$ cat src/rtl/bus_led_ctrl.sv
// LED controller: CTRL[n] at BUS_ADDR+4n, read-only STATUS after the last channel; bus acks one cycle after the strobe.
// Optional macro LED_PWM_EN adds a shared 8-bit PWM counter for mode 3; without it mode 3 behaves as always-on.
module bus_led_ctrl #(
    parameter logic [31:0] BUS_ADDR = 32'h0300_0000,
    parameter int          CHANNELS = 8,
    parameter int          TICK_DIV = 12000
) (
    input  logic                clk,
    input  logic                reset_l_in,
    input  logic [31:0]         addr,
    input  logic [31:0]         wdata,
    input  logic [3:0]          be,
    input  logic                rd_req,
    input  logic                wr_req,
    output logic [31:0]         rd_data,
    output logic                rd_ack,
    output logic                wr_ack,
    output logic [CHANNELS-1:0] leds
);
    localparam int PW = $clog2(TICK_DIV);

    logic [1:0]          r_rst_sync;
    logic                w_rst_n;
    logic [PW-1:0]       r_pre;
    logic                w_tick;
    logic [9:0]          r_hb_cnt;
    logic [1:0]          r_mode  [CHANNELS];
    logic [15:0]         r_hp    [CHANNELS];
    logic [15:0]         r_cnt   [CHANNELS];
    logic                r_phase [CHANNELS];
    logic [7:0]          w_duty  [CHANNELS];
    logic [CHANNELS-1:0] w_pwm_out;
    logic [CHANNELS-1:0] w_led_nxt;
    logic [31:0]         w_off;
    logic [29:0]         w_word;
    logic                w_hit;
    logic                w_is_status;
    logic                w_wr_go;
    logic                w_rd_go;
    logic [31:0]         w_rd_val;
    logic [15:0]         w_hp_new;
    logic                w_unused_ok;
    logic                r_rd_ack;
    logic                r_wr_ack;
    logic [31:0]         r_rd_data;
    logic [CHANNELS-1:0] r_leds;

    function automatic logic [15:0] hp_eff(input logic [15:0] hp);
        return (hp == 16'd0) ? 16'd1 : hp;
    endfunction

    // Reset asserts asynchronously, releases two clk edges later.
    always_ff @(posedge clk or negedge reset_l_in) begin
        if (!reset_l_in) r_rst_sync <= 2'b00;
        else             r_rst_sync <= {r_rst_sync[0], 1'b1};
    end
    assign w_rst_n = r_rst_sync[1];

    assign w_tick = (r_pre == PW'(TICK_DIV - 1));

    always_ff @(posedge clk or negedge w_rst_n) begin
        if (!w_rst_n) begin
            r_pre    <= '0;
            r_hb_cnt <= '0;
        end else begin
            r_pre <= w_tick ? '0 : r_pre + 1'b1;
            if (w_tick) r_hb_cnt <= r_hb_cnt + 1'b1;
        end
    end

    // Addresses below the base wrap to huge offsets and fall out of range.
    assign w_off       = addr - BUS_ADDR;
    assign w_word      = w_off[31:2];
    assign w_hit       = (w_off[1:0] == 2'b00) && (w_word <= 30'(CHANNELS));
    assign w_is_status = (w_word == 30'(CHANNELS));
    assign w_wr_go     = wr_req && !rd_req && w_hit;
    assign w_rd_go     = rd_req && !wr_req && w_hit;

    always_comb begin
        w_rd_val = '0;
        if (w_is_status) begin
            w_rd_val[CHANNELS-1:0] = r_leds;
            w_rd_val[31]           = r_hb_cnt[9];
        end else begin
            for (int n = 0; n < CHANNELS; n++)
                if (w_word == 30'(n)) w_rd_val = {r_hp[n], w_duty[n], 6'd0, r_mode[n]};
        end
    end

    // Half-period as it will stand after this write, used to reload the blink counter.
    assign w_hp_new = {be[3] ? wdata[31:24] : w_rd_val[31:24],
                       be[2] ? wdata[23:16] : w_rd_val[23:16]};

    always_ff @(posedge clk or negedge w_rst_n) begin
        if (!w_rst_n) begin
            for (int n = 0; n < CHANNELS; n++) begin
                r_mode[n]  <= 2'd0;
                r_hp[n]    <= 16'd0;
                r_cnt[n]   <= 16'd0;
                r_phase[n] <= 1'b1;
            end
        end else begin
            for (int n = 0; n < CHANNELS; n++) begin
                if (w_wr_go && w_word == 30'(n)) begin
                    if (be[0]) r_mode[n]       <= wdata[1:0];
                    if (be[2]) r_hp[n][7:0]    <= wdata[23:16];
                    if (be[3]) r_hp[n][15:8]   <= wdata[31:24];
                    r_cnt[n]   <= hp_eff(w_hp_new);
                    r_phase[n] <= 1'b1;
                end else if (w_tick && r_mode[n] == 2'd2) begin
                    if (r_cnt[n] <= 16'd1) begin
                        r_cnt[n]   <= hp_eff(r_hp[n]);
                        r_phase[n] <= !r_phase[n];
                    end else begin
                        r_cnt[n] <= r_cnt[n] - 16'd1;
                    end
                end
            end
        end
    end

`ifdef LED_PWM_EN
    logic [7:0] r_pwm;
    logic [7:0] r_duty [CHANNELS];

    always_ff @(posedge clk or negedge w_rst_n) begin
        if (!w_rst_n) begin
            r_pwm <= 8'd0;
            for (int n = 0; n < CHANNELS; n++) r_duty[n] <= 8'd0;
        end else begin
            r_pwm <= r_pwm + 8'd1;
            for (int n = 0; n < CHANNELS; n++)
                if (w_wr_go && be[1] && w_word == 30'(n)) r_duty[n] <= wdata[15:8];
        end
    end

    always_comb begin
        for (int n = 0; n < CHANNELS; n++) begin
            w_duty[n]    = r_duty[n];
            w_pwm_out[n] = (r_pwm < r_duty[n]);
        end
    end
`else
    always_comb begin
        for (int n = 0; n < CHANNELS; n++) begin
            w_duty[n]    = 8'd0;
            w_pwm_out[n] = 1'b1;
        end
    end
`endif

    always_comb begin
        w_led_nxt = '0;
        for (int n = 0; n < CHANNELS; n++) begin
            case (r_mode[n])
                2'd0:    w_led_nxt[n] = 1'b0;
                2'd1:    w_led_nxt[n] = 1'b1;
                2'd2:    w_led_nxt[n] = r_phase[n];
                default: w_led_nxt[n] = w_pwm_out[n];
            endcase
        end
    end

    always_ff @(posedge clk or negedge w_rst_n) begin
        if (!w_rst_n) begin
            r_leds    <= '0;
            r_rd_ack  <= 1'b0;
            r_wr_ack  <= 1'b0;
            r_rd_data <= '0;
        end else begin
            r_leds    <= w_led_nxt;
            r_rd_ack  <= w_rd_go;
            r_wr_ack  <= w_wr_go;
            r_rd_data <= w_rd_go ? w_rd_val : 32'd0;
        end
    end

    assign leds        = r_leds;
    assign rd_ack      = r_rd_ack;
    assign wr_ack      = r_wr_ack;
    assign rd_data     = r_rd_data;
    assign w_unused_ok = &{1'b0, wdata[7:2], wdata[15:8], be[1]};
endmodule

$ cat config.mk
export PLATFORM = sky130hd
export DESIGN_NAME = bus_led_ctrl
export DESIGN_NICKNAME = d
export VERILOG_FILES = /design/src/rtl/bus_led_ctrl.sv
export SDC_FILE = /design/constraint.sdc
export NUM_CORES = 1
export LEC_CHECK = 0
export ABC_CLOCK_PERIOD_IN_PS = 14300
export BUFFER_PORTS_ARGS = -buffer_cell sky130_fd_sc_hd__buf_2
export CAP_MARGIN = 20
export CORE_UTILIZATION = 60
export DETAILED_ROUTE_END_ITERATION = 10
export PLACE_DENSITY = 0.86
export SYNTH_ARGS = -nofsm -noshare
export SYNTH_HDL_FRONTEND = slang
export SYNTH_SLANG_ARGS = --single-unit
export TNS_END_PERCENT = 20
$ cat constraint.sdc
create_clock -name clk -period 14.3 [get_ports clk]
set_clock_uncertainty 0.1 [all_clocks]
set_input_delay 1.43 -clock clk [delete_from_list [all_inputs] [get_ports clk]]
set_output_delay 1.43 -clock clk [all_outputs]
set_load 0.05 [all_outputs]
==> results.md <==
- CP startpoint kind: input port
- Most common cell in the netlist: dfrtp_1
- RSZ-0062 raised after global routing: no
- Cts repair resizes: 0
- Setup Fix Bufs, Post-CTS: 0
- Synth top area cells: dfrtp_1 (42%), mux2_2 (7.9%), o21ai_0 (6.2%), a21oi_1 (5.6%), nand2_1 (5.2%)
- Synth area leader: dfrtp_1
- Top cell type's share of synthesized area: 41.8%
- Final Cell Area: 22000 um2
- Netlist Area Pre-Place: 19900 um2
- CP arrival: 5.85 ns
- Port bufs: 90
- Setup CP Type: input port to flop
- Ys Warns: 0
- Worst Setup End Kind: flop
- FMAX: about 180 MHz
- Post-Synthesis Mean Instance Area: 8.73 um2
- Pre-CTS setup slack: 8.38 ns
- DRC violation count after routing: 0
- Initial DRC count: 3124
- HP Class: flop to flop
- Number of max-cap violations: 0
- Area growth syn-to-layout: 10.5%
- CTS tree: done
- Clk buf depth: 3
- DIE AREA: approximately 34000 um2
- Ys flop type: dfrtp_1
- Number of buffers created by CTS: 38
- Relative slew slack: -3.60%
- Slew Limit Fails: 9
- Row count: 66
- Detailed Place HPWL: 49.1 mm
- Initial antenna violation count: 4
- Post-synth EDFFs: 0
- Synth unique cells: 89
- Die Wd: 184 um
- Hold Buf Count CTS: 0
- Post-synth top cells: dfrtp_1 (332), nand2_1 (273), o21ai_0 (248)
- Vias in the first global route: 18172
- FF+latch count, synth: 340
- DP Area: 20600 um2
- Power Density: 94.9 nW/um2
- Failing checks: max-slew violations
- Die height: 184 um
- Tot Pwr: 2.09 mW
- Sequential area share after synthesis: 42.8%
- Crit-path max FO: 13
- Post-DRT Antenna Nets: 0
- Starting density of the core: about three fifths
- Avg WL per Cell: around 26 um
- Static leakage: 9.75 nW
- Crit share post-route: between 30 and 40%
- Largest net degree at the start of global routing: 80
- WL final: ~73 mm
- First-pass GRT wire length: 110 mm
- Least-Margin Pin Slew: 1.55 ns
- Fin. Hold Viols: 0
- VDD IR-drop max: approximately 0.000076 V
- DR vias/cell: 7.06
- Total congestion overflow: 0
- Crit path time final: 5.52 ns
- Final worst setup slack: 8.78 ns
- Number of H-tree levels: 2
- I/O pin count: 114
- Post-Route Setup TNS: 0 ns
- Pre-Repair DR Iteration Count: 6
- CTS sink cnt: between 300 and 400
- Fraction of layout cells with a size suffix above 1: 16.2%
- Reg clk slew, reported paths: around 0.060 ns
- Core Region: 32600 um2
- Mapped Cells: 2280
- Status: finished with violations
- Required @ worst endpoint: 14.63 ns
- NumNets Final: 2409
- Vias: about 20000
- Skew-Pair Late Insertion Delay: 0.57 ns
- Root buf cell: clkbuf_16
- Total track usage: 43.4%
- Hold WS: ~0.26 ns
- Async S/R FF share, synth: 100%
- Final GP Congestion: about 1.1
- Final setup fails: 0
[metrics by stage]
step	std cells	utilization (%)
2_1_floorplan	2287	-
3_3_place_gp	2716	63.2
3_5_place_dp	2717	63.3
4_1_cts	2783	67.2
5_1_grt	2788	67.4
6_report	2797	67.4
[cells by family after synthesis]
kind of cell	Yosys count	share of synthesized area [%]
AO/OA/AOI/OAI	686	20.4
flip-flops	340	42.8
buffers and inverters	176	3.62
adder cells (fa/ha/maj)	18	1.13
XOR/XNOR	36	1.58
multiplexers	171	9.61
AND/OR/NAND/NOR	851	20.8
other	2	0.0377
[layer usage]
metal	track usage [%]	vias to the layer above	part of all wire, %
met5	0	-	0.083
met4	26.0	4	6.1
met3	13.2	295	14
met2	62.7	1524	43
met1	57.4	9519	37
li1	-	8414	-
[registers in the layout, indices dropped and copies added, names as in the netlist]
name,cells
r_hb_cnt,10
leds,8
rd_data,24
rd_ack,1
r_cnt,128
r_hp,128
r_rst_sync,2
r_mode,16
wr_ack,1
r_phase,8
r_pre,14
[cells in the final DEF (no fill, tap or decap), types with 15 or more instances in the layout]
cell type / instances
ha_1: 18
or3_1: 27
mux2_2: 140
a22oi_1: 15
xor2_1: 18
dfrtp_1: 331
o22ai_1: 37
nor4_1: 55
mux2i_1: 29
nand2_1: 273
clkbuf_16: 38
o21ai_0: 248
nand4_1: 18
xnor2_1: 18
nor2b_1: 15
nor2_1: 195
buf_2: 90
buf_4: 24
and2_1: 18
nor3_1: 78
inv_1: 49
nand2b_1: 23
a21oi_1: 220
nand3_1: 64
a31oi_1: 17
or4_1: 17
and3_1: 16
[final timing paths]
path	end	slack, ns	from	depth (start not counted)
max	r_hp[36]$_DFFE_PN0P_	8.78	addr[7]	8
min	r_rst_sync[1]$_DFF_PN0_	0.26	r_rst_sync[0]$_DFF_PN0_	0
max reg2reg	r_cnt[96]$_DFFE_PN0P_	10.47	r_hp[84]$_DFFE_PN0P_	9
min reg2reg	r_rst_sync[1]$_DFF_PN0_	0.26	r_rst_sync[0]$_DFF_PN0_	0
max in group asynchronous	r_cnt[50]$_DFFE_PN0P_	11.01	r_rst_sync[1]$_DFF_PN0_	4
min in group asynchronous	r_cnt[102]$_DFFE_PN0P_	0.29	r_rst_sync[1]$_DFF_PN0_	0
[power breakdown]
part	switching (mW)	internal (mW)	total [mW]
sequential	0.00319	0.962	0.966
clock	0.426	0.579	1.00
combinational	0.0941	0.0227	0.117
[cell type report]
type | instances | area [um2]
Multi-Input combinational cell | 1771 | 10700
Fill cell | 2627 | 10600
Sequential cell | 340 | 8520
Clock buffer | 49 | 1050
Timing Repair Buffer | 119 | 711
Tap cell | 442 | 553
Clock inverter | 17 | 216
Inverter | 49 | 184
Antenna cell | 10 | 25.0
[critical path: stages]
cell     delay [ns]
buf_2          0.12
nor4_4         0.65
nand3_1        0.65
or4_4          0.77
or4_4          0.50
nor2_1         0.83
nand2_1        0.47
mux2_2         0.41
Power figures use the tool's default switching activity.
